--- config.mk ---
export PLATFORM = sky130hd
export DESIGN_NAME = hazard_unit_mc
export DESIGN_NICKNAME = d
export VERILOG_FILES = /design/src/rtl/core_pkg.sv /design/src/rtl/hazard_mem_fsm.sv /design/src/rtl/hazard_unit_mc.sv
export SDC_FILE = /design/constraint.sdc
export NUM_CORES = 1
export LEC_CHECK = 0
export CELL_PAD_IN_SITES_DETAIL_PLACEMENT = 1
export CELL_PAD_IN_SITES_GLOBAL_PLACEMENT = 1
export CORE_MARGIN = 8
export CORE_UTILIZATION = 31
export DETAILED_ROUTE_END_ITERATION = 16
export GPL_ROUTABILITY_DRIVEN = 0
export PLACE_DENSITY_LB_ADDON = 0.1
export SETUP_SLACK_MARGIN = 0.02
export SKIP_LAST_GASP = 1
export SLEW_MARGIN = 20
export SYNTH_ARGS = -nofsm -noshare
export SYNTH_HDL_FRONTEND = slang
export SYNTH_SLANG_ARGS = --single-unit
--- constraint.sdc ---
create_clock -name clk -period 5.2 [get_ports clk]
set_input_delay 1.56 -clock clk [delete_from_list [all_inputs] [get_ports clk]]
set_output_delay 1.56 -clock clk [all_outputs]
set_load 0.1 [all_outputs]
--- src/rtl/core_pkg.sv ---
// core_pkg: shared constants for the 5-stage core hazard logic.
//  - FWD_RF / FWD_M / FWD_W : E-stage forward-select encodings
//  - hz_state_e             : memory-wait FSM state encoding (2-bit)
package core_pkg;

  localparam logic [1:0] FWD_RF = 2'b00;  // operand from register file
  localparam logic [1:0] FWD_M  = 2'b10;  // operand from aluoutM
  localparam logic [1:0] FWD_W  = 2'b01;  // operand from resultW

  typedef enum logic [1:0] {
    HZ_IDLE    = 2'b00,
    HZ_MEMWAIT = 2'b01,
    HZ_TIMEOUT = 2'b10
  } hz_state_e;

endpackage

--- src/rtl/hazard_mem_fsm.sv ---
// hazard_mem_fsm: tracks a multi-cycle data-memory access in the M stage.
//  clk, reset    : clock, synchronous active-high reset
//  memreqM       : load/store active in Memory
//  memreadyM     : memory completes the access this cycle
//  state_o       : current FSM state (IDLE / MEMWAIT / TIMEOUT)
//  memerr        : sticky timeout flag, cleared only by reset
module hazard_mem_fsm
  import core_pkg::*;
#(
  parameter int MEM_WAIT_MAX = 15
) (
  input  logic      clk,
  input  logic      reset,
  input  logic      memreqM,
  input  logic      memreadyM,
  output hz_state_e state_o,
  output logic      memerr
);

  localparam int WC_W = (MEM_WAIT_MAX < 1) ? 1 : $clog2(MEM_WAIT_MAX + 1);
  localparam logic [WC_W-1:0] WC_MAX = WC_W'(MEM_WAIT_MAX);

  hz_state_e       state_q, state_d;
  logic [WC_W-1:0] wait_cnt_q, wait_cnt_d;
  logic            memerr_q, memerr_d;

  always_comb begin
    state_d    = state_q;
    wait_cnt_d = wait_cnt_q;
    memerr_d   = memerr_q;
    case (state_q)
      HZ_IDLE: begin
        // An access that completes in its first cycle never enters MEMWAIT.
        if (memreqM && !memreadyM) begin
          state_d    = HZ_MEMWAIT;
          wait_cnt_d = WC_W'(1);
        end
      end
      HZ_MEMWAIT: begin
        if (memreadyM) begin
          state_d    = HZ_IDLE;
          wait_cnt_d = '0;
        end else if (wait_cnt_q == WC_MAX) begin
          state_d  = HZ_TIMEOUT;
          memerr_d = 1'b1;
        end else begin
          wait_cnt_d = wait_cnt_q + WC_W'(1);
        end
      end
      HZ_TIMEOUT: begin
        // Terminal until reset: the pipeline stays frozen.
        memerr_d = 1'b1;
      end
      default: begin
        state_d    = HZ_IDLE;
        wait_cnt_d = '0;
      end
    endcase
  end

  always_ff @(posedge clk) begin
    if (reset) begin
      state_q    <= HZ_IDLE;
      wait_cnt_q <= '0;
      memerr_q   <= 1'b0;
    end else begin
      state_q    <= state_d;
      wait_cnt_q <= wait_cnt_d;
      memerr_q   <= memerr_d;
    end
  end

  assign state_o = state_q;
  assign memerr  = memerr_q;

endmodule

--- src/rtl/hazard_unit_mc.sv ---
// hazard_unit_mc: stall/flush/forward controller for the F/D/E/M/W core.
//  Inputs : decode/execute source regs, per-stage dest regs and write/load
//           flags, branch info from D, memory request/ready handshake in M.
//  Outputs: stallF/D/E/M, flushD/E/W, E-stage forward selects (fwdAE/BE),
//           D-stage branch forward selects (fwdAD/BD), sticky memerr and a
//           saturating count of cycles with stallF asserted.
//  Priority: reset > memory stall > data-hazard stall > branch flush.
module hazard_unit_mc
  import core_pkg::*;
#(
  parameter int RA_W         = 5,
  parameter int FWD_EN       = 1,
  parameter int MEM_WAIT_MAX = 15,
  parameter int CNT_W        = 16
) (
  input  logic             clk,
  input  logic             reset,
  input  logic [RA_W-1:0]  rs1D,
  input  logic [RA_W-1:0]  rs2D,
  input  logic [RA_W-1:0]  rs1E,
  input  logic [RA_W-1:0]  rs2E,
  input  logic [RA_W-1:0]  rdE,
  input  logic [RA_W-1:0]  rdM,
  input  logic [RA_W-1:0]  rdW,
  input  logic             regwriteE,
  input  logic             regwriteM,
  input  logic             regwriteW,
  input  logic             memtoregE,
  input  logic             memtoregM,
  input  logic             branchD,
  input  logic             pcsrcD,
  input  logic             memreqM,
  input  logic             memreadyM,
  output logic             stallF,
  output logic             stallD,
  output logic             stallE,
  output logic             stallM,
  output logic             flushD,
  output logic             flushE,
  output logic             flushW,
  output logic [1:0]       fwdAE,
  output logic [1:0]       fwdBE,
  output logic             fwdAD,
  output logic             fwdBD,
  output logic             memerr,
  output logic [CNT_W-1:0] stall_cnt
);

  hz_state_e mem_state;

  hazard_mem_fsm #(.MEM_WAIT_MAX(MEM_WAIT_MAX)) u_mem_fsm (
    .clk      (clk),
    .reset    (reset),
    .memreqM  (memreqM),
    .memreadyM(memreadyM),
    .state_o  (mem_state),
    .memerr   (memerr)
  );

  // Register 0 is hardwired, so a zero destination never creates a hazard.
  logic e_live, m_live, w_live;
  logic e_hits_d, m_hits_d;
  logic lwstall, brstall, rawstall, dstall, memstall;
  logic [1:0] fwd_ae, fwd_be;

  always_comb begin
    e_live   = (rdE != '0);
    m_live   = regwriteM && (rdM != '0);
    w_live   = regwriteW && (rdW != '0);
    e_hits_d = e_live && ((rdE == rs1D) || (rdE == rs2D));
    m_hits_d = (rdM != '0) && ((rdM == rs1D) || (rdM == rs2D));

    // M is the younger producer, so it wins over W.
    fwd_ae = FWD_RF;
    if (m_live && (rdM == rs1E))      fwd_ae = FWD_M;
    else if (w_live && (rdW == rs1E)) fwd_ae = FWD_W;
    fwd_be = FWD_RF;
    if (m_live && (rdM == rs2E))      fwd_be = FWD_M;
    else if (w_live && (rdW == rs2E)) fwd_be = FWD_W;

    lwstall  = memtoregE && e_hits_d;
    // Branches resolve in D: an E-stage result or an M-stage load is not
    // yet available on the D-stage compare path.
    brstall  = branchD && ((regwriteE && e_hits_d) || (memtoregM && m_hits_d));
    // Without forwarding, anything still in E or M must drain; W is covered
    // by the write-first register file.
    rawstall = (regwriteE && e_hits_d) || (regwriteM && m_hits_d);

    // The cycle memreadyM rises releases the pipeline, matching the
    // first-cycle-hit case in IDLE.
    memstall = ((mem_state == HZ_IDLE) && memreqM && !memreadyM) ||
               ((mem_state == HZ_MEMWAIT) && !memreadyM) ||
               (mem_state == HZ_TIMEOUT);
  end

  always_comb begin
    dstall = (FWD_EN != 0) ? (lwstall || brstall) : rawstall;

    stallF = 1'b0;
    stallD = 1'b0;
    stallE = 1'b0;
    stallM = 1'b0;
    flushD = 1'b1;
    flushE = 1'b1;
    flushW = 1'b1;
    fwdAE  = FWD_RF;
    fwdBE  = FWD_RF;
    fwdAD  = 1'b0;
    fwdBD  = 1'b0;

    if (!reset) begin
      if (FWD_EN != 0) begin
        fwdAE = fwd_ae;
        fwdBE = fwd_be;
        fwdAD = m_live && (rdM == rs1D);
        fwdBD = m_live && (rdM == rs2D);
      end
      if (memstall) begin
        // Whole front of the pipe freezes; E is held, not bubbled.
        stallF = 1'b1;
        stallD = 1'b1;
        stallE = 1'b1;
        stallM = 1'b1;
        flushD = 1'b0;
        flushE = 1'b0;
        flushW = 1'b1;
      end else begin
        stallF = dstall;
        stallD = dstall;
        flushE = dstall;
        flushD = pcsrcD && !dstall;
        flushW = 1'b0;
      end
    end
  end

  logic [CNT_W-1:0] stall_cnt_q, stall_cnt_d;

  always_comb begin
    stall_cnt_d = stall_cnt_q;
    if (stallF && (stall_cnt_q != '1)) stall_cnt_d = stall_cnt_q + CNT_W'(1);
  end

  always_ff @(posedge clk) begin
    if (reset) stall_cnt_q <= '0;
    else       stall_cnt_q <= stall_cnt_d;
  end

  assign stall_cnt = stall_cnt_q;

endmodule

Word level (Yosys, flattened, before mapping)
Cells that the tools add are included.
{"block": "word_totals", "latchBits": 0, "mem_count": 0, "mem_bits_ro": 0, "in_bits": 46, "regBits": 23, "wordCells": 88, "mem_bits_rw": 0, "out_inout_bits": 30}
{"block": "classes", "n_reduce_logical": 36, "order_cmp": 0, "bitwise_logic": 1, "n_eq_ne": 17, "n_div": 0, "add_sub_neg": 2, "muxes": 28, "n_shift": 0, "n_mul": 0}
{"op": "$eq A5 B5 Y1", "count": 8}
{"op": "$logic_and A1 B1 Y1", "count": 20}
{"op": "$add A16 B1 Y16 const B", "count": 1}
{"op": "$ne A16 B16 Y1 const B", "count": 1}
{"op": "$mux W1", "count": 15}
{"op": "$reduce_bool A5 Y1", "count": 3}
{"op": "$mux W2", "count": 7}
{"op": "$mux W4", "count": 3}
{"op": "$pmux W4 S3", "count": 1}
{"op": "$reduce_and A3 Y1", "count": 3}
{"op": "$logic_or A1 B1 Y1", "count": 6}
{"op": "$pmux W2 S3", "count": 1}
{"op": "$add A4 B1 Y4 const B", "count": 1}
{"op": "$eq A4 B4 Y1 const B", "count": 1}
{"op": "$ne A2 B1 Y1 const B", "count": 2}
{"op": "$ne A3 B2 Y1 const B", "count": 1}
{"op": "$ne A3 B3 Y1 const B", "count": 1}
{"op": "$eq A2 B1 Y1 const B", "count": 1}
{"op": "$eq A2 B2 Y1 const B", "count": 1}
{"op": "$logic_not A1 Y1", "count": 2}
{"op": "$logic_not A2 Y1", "count": 1}
{"op": "$ne A2 B2 Y1 const B", "count": 1}
{"op": "$pmux W1 S2", "count": 1}
{"op": "$reduce_bool A2 Y1", "count": 1}
{"op": "$not A1 Y1", "count": 1}

Longest topological paths before layout
{"block": "logic_depth", "ltp_word": 11, "mapped_depth": 10, "depth_no_buf": 7}

Modules after synthesis
Synthesis repeated with hierarchy kept, for this count alone.
{"block": "hier_totals", "hier_cells": 229, "hier_area_um2": 2018.2}
{"module": "hazard_unit_mc", "cells_per_inst": 190, "area_per_inst_um2": 1647.8, "instances": 1}
{"module": "hazard_mem_fsm", "cells_per_inst": 39, "area_per_inst_um2": 370.4, "instances": 1}

Worst setup path before layout
No wires, ideal clock.
{"block": "synth_path", "path_kind": "input to output", "from": "in rdM[1]", "to": "out stallF", "path_slack_ps": -1003, "stages": 10, "required_ps": 3640, "arrival_time_ps": 4643, "path_cell_list": "buf_4 xor2_1 nor3_1 nand3_1 and2_4 o221a_4 buf_8 buf_6 nor2_1 buf_4"}
{"block": "synth_via", "elab_chain_cells": 9, "word_cells_on_any_way": 11, "classes_between": "2 x eq/ne; 2 x mux; 7 x reduce/logical"}
{"element": "from (decl)", "line": "hazard_unit_mc.sv:23", "rtl": "input logic [RA_W-1:0] rdM,"}
{"element": "$eq A5 B5 Y1", "line": "hazard_unit_mc.sv:71", "rtl": "m_hits_d = (rdM != '0) && ((rdM == rs1D) || (rdM == rs2D));"}
{"element": "$logic_or A1 B1 Y1", "line": "hazard_unit_mc.sv:71"}
{"element": "$logic_and A1 B1 Y1 (*)", "line": "hazard_unit_mc.sv:71"}
{"element": "$logic_and A1 B1 Y1 (*)", "line": "hazard_unit_mc.sv:84", "rtl": "brstall = branchD && ((regwriteE && e_hits_d) || (memtoregM && m_hits_d));"}
{"element": "$logic_or A1 B1 Y1 (*)", "line": "hazard_unit_mc.sv:84"}
{"element": "$logic_and A1 B1 Y1 (*)", "line": "hazard_unit_mc.sv:84"}
{"element": "$logic_or A1 B1 Y1 (*)", "line": "hazard_unit_mc.sv:97", "rtl": "dstall = (FWD_EN != 0) ? (lwstall || brstall) : rawstall;"}
{"element": "$mux W1 (*) (2 in a row)"}
{"element": "to (decl)", "line": "hazard_unit_mc.sv:34", "rtl": "output logic stallF,"}
Mark *: on every way between the ends. The rest lies on a longest branch, timed or not.

Worst setup path in the final report
{"block": "layout_path", "from": "in rdM[1]", "to": "out flushD"}
{"block": "layout_via", "elab_chain_cells": 11, "word_cells_on_any_way": 13, "classes_between": "2 x eq/ne; 2 x mux; 9 x reduce/logical"}
{"element": "$eq A5 B5 Y1", "line": "hazard_unit_mc.sv:71"}
{"element": "$logic_or A1 B1 Y1", "line": "hazard_unit_mc.sv:71"}
{"element": "$logic_and A1 B1 Y1 (*)", "line": "hazard_unit_mc.sv:71"}
{"element": "$logic_and A1 B1 Y1 (*)", "line": "hazard_unit_mc.sv:84"}
{"element": "$logic_or A1 B1 Y1 (*)", "line": "hazard_unit_mc.sv:84"}
{"element": "$logic_and A1 B1 Y1 (*)", "line": "hazard_unit_mc.sv:84"}
{"element": "$logic_or A1 B1 Y1 (*)", "line": "hazard_unit_mc.sv:97"}
{"element": "$logic_not A1 Y1 (*)", "line": "hazard_unit_mc.sv:131", "rtl": "flushD = pcsrcD && !dstall;"}
{"element": "$logic_and A1 B1 Y1 (*)", "line": "hazard_unit_mc.sv:131"}
{"element": "$mux W1 (*)", "line": "hazard_unit_mc.sv:118", "rtl": "if (memstall) begin"}
{"element": "$mux W1 (*)", "line": "hazard_unit_mc.sv:111", "rtl": "if (!reset) begin"}
{"element": "to (decl)", "line": "hazard_unit_mc.sv:38", "rtl": "output logic flushD,"}
Marked as above.

==> results.toml <==
[critical_path]
worst-path-stages = 8
critPathKind = "in2out"
slowest_stage = "clkdlybuf4s50_1"
worstReg2RegStart = "stall_cnt[0]$_SDFFE_PP0P_"
worstRegToRegCells = 6
slowest_delay_ps = 490
rrSetupSlack_ps = 2440
critPathLaunchType = "input port"
critical-path-top-delay-family = "buffers and inverters"
worstPathArrival_ps = 3520
cp_cell_sequence = "clkdlybuf4s50_1 > xor2_1 > nor3_1 > nand3_1 > and2_4 > o221a_4 > a21o_1 > buf_12"
cp-end-kind = "output port"
r2r-end = "stall_cnt[5]$_SDFFE_PP0P_"
critPathBufInv = 2
crit_fanout = 4
cp.required_ps = 3640

[timing]
setup_viol = 0
hold_viol = 0
finalMaxSlewViolations = 0
fin_crit_ps = 5080
fin_ws_ps = 117
rsz0062_at_grt = "no"
fmax_mhz = 197
fin_crit_sh = 0.977
slew_headroom = 0.254
tightest_slew_ps = 1120
fin_skew_ps = 1.61

[clocking]
path_clk_slew_ps = 80
holdBufCountCts = 0
tritoncts = "built"
cts.sinks = 23
numCtsBuffers = 3
clock_latency_ps = 260
cts_buffer_depth = 2
cts_max_level = 1
cts_root_buffer = "clkbuf_8"

[placement]
dp_hpwl_um = 4950
portBuffers = 75
post-place-ws_ps = 98.7

[synth]
ys.flop_type = "dfxtp_1"
synthesis.area_sq_um = 1880
seq_area_frac_synth = 0.245
async_flop_share = 0
synth.avg_cell_area_sq_um = 8.30
synth_cell_types = 41
syn-instance-count = 226
synth_edf_count = 0
synth_seq_cells = 23
syn_nets = 274
yosys_warnings = 0

[floorplanning]
die_h_um = 93.8
core_area_sq_um = 5890
die_area_sq_um = 8800
die_w_um = 93.8
start_util = 0.319
std_cell_rows = 28
io_pins = 76

[power]
internal_power_uw = 310
power_density_nw_per_um2 = 163
p_comb_frac = 0.372
ir_worst_vdd_v = 0.000100
clkPwrFrac = 0.240
power_leakage_nw = 0.977
p_seq_frac = 0.388
p_sw_frac = 0.340
p_sw_uw = 160

[route]
vias_per_cell = 5.02
routedWlPerCell_um = 15.9
drt-initial-drc-count = 38
dr.pass1.iters = 4
num_vias = 1869
wl_um = 5910
final_antenna_net_count = 0
drc = 0

[min_path]
hold_class = "reg2reg"
holdPathStages = 2
holdCritStartpoint = "u_mem_fsm.memerr$_SDFFE_PP0P_"
min_to = "u_mem_fsm.memerr$_SDFFE_PP0P_"

[global_routing]
grt_usage = 0.136
antenna_found_initial = 0
grt_max_degree = 37
grt_remaining_overflow = 0
grt_pass1_wl_um = 9780
grt_pass1_vias = 1992

[cells_and_area]
utilization = 0.490
layout-drive-gt1-share = 0.135
diodes = 0
final_common_cell = "clkdlybuf4s50_1"
fill_cells = 685
mostFrequentLayoutCells = "clkdlybuf4s50_1 (61), xor2_1 (23), dfxtp_1 (23)"
nets = 346
synthToLayoutAreaGrowth_pct = 53.6

[status]
status = "complete, no violations"

[job]
drv_cap = 0
## per-stage QoR
stage                     total power [mW]  TNS (ps)  hold WS, ps  instances  area [sq um]
after global placement               0.362         0          443        368          2830
after CTS                            0.478         0          463        372          2880
after detailed placement             0.363         0          444        368          2830
after floorplan                      0.289      -128          449        226          1900
final                                0.470         0          466        372          2880
after global routing                 0.494         0          481        372          2880
## worst min-delay path: stages (launching register included)
cell	delay [ps]
dfxtp_1	330
inv_1	50
a21oi_1	50
## power by group through the flow
stage / Combinational [mW] / Clock, mW / Sequential [mW]
final: 0.175 / 0.113 / 0.182
after global routing: 0.187 / 0.124 / 0.183
after CTS: 0.177 / 0.119 / 0.182
after detailed placement: 0.177 / 0 / 0.186
after global placement: 0.175 / 0 / 0.186
after floorplan: 0.0948 / 0 / 0.194
## worst max path at each step
stage                      start        to  slack, ps
after CTS                 rdM[2]  fwdBE[0]        100
after global routing      rdM[1]    stallD         30
after detailed placement  rdM[2]  fwdBE[0]        100
after global placement    rdM[2]  fwdAE[0]        140
final                     rdM[1]    flushD        120
after floorplan           rdM[1]    stallF       -130
## cell usage after synthesis, types with 3 or more instances
| cell type | instances | area, sq um |
|---|---|---|
| xnor2_1 | 18 | 158 |
| mux2_1 | 5 | 56.3 |
| nor2_1 | 18 | 67.6 |
| a21oi_1 | 16 | 80.1 |
| dfxtp_1 | 23 | 460 |
| or3_1 | 3 | 18.8 |
| o31ai_1 | 7 | 52.6 |
| clkbuf_1 | 5 | 18.8 |
| or4_1 | 11 | 82.6 |
| o21ai_0 | 6 | 30.0 |
| buf_4 | 4 | 30.0 |
| nor2b_1 | 9 | 56.3 |
| inv_1 | 4 | 15.0 |
| nor4_1 | 4 | 25.0 |
| a21o_1 | 3 | 22.5 |
| nand3_1 | 10 | 50.1 |
| buf_2 | 3 | 15.0 |
| xor2_1 | 23 | 201 |
| nand4_1 | 6 | 37.5 |
| nor4_4 | 4 | 85.1 |
| nor3_1 | 10 | 50.1 |
| nand2_1 | 11 | 41.3 |
## kinds of logic after synthesis
logic type,synth area share
muxes,0.0300
buffers and inverters,0.0640
DFF,0.245
xor gates and xnor gates,0.191
adders and majority gates,0.0133
AOI/OAI and AO/OA,0.141
and+or+nand+nor,0.315
## repair_timing
action                                  in CTS  in global routing
setup buffers                                0                  0
endpoints found under the setup margin       0                  3
gates resized for setup                      0                  1
## sequential cells by signal, indices dropped and copies added (netlist names)
register              flops
stall_cnt                16
u_mem_fsm.wait_cnt_q      4
u_mem_fsm.state_o         2
u_mem_fsm.memerr          1
## area by class of cell
cell class	instances	area (sq um)	area share
clock buffer	3	41.3	0.0143
inverter	4	15.0	0.00521
multi-input combinational	183	1320	0.459
tap	75	93.8	0.0326
sequential	23	460	0.160
timing repair buffer	83	943	0.327
clock inverter	1	5.00	0.00174
## routing by layer
metal | share of wire | vias up | routed length, um | GRT usage
met5 | 0 | - | 0 | 0
met4 | 0.0093 | 0 | 55 | 0.0396
met3 | 0.081 | 2 | 476 | 0.0480
met2 | 0.50 | 45 | 2940 | 0.244
met1 | 0.41 | 865 | 2440 | 0.147
li1 | - | 957 | - | -
(Power assumes the default switching activity.)
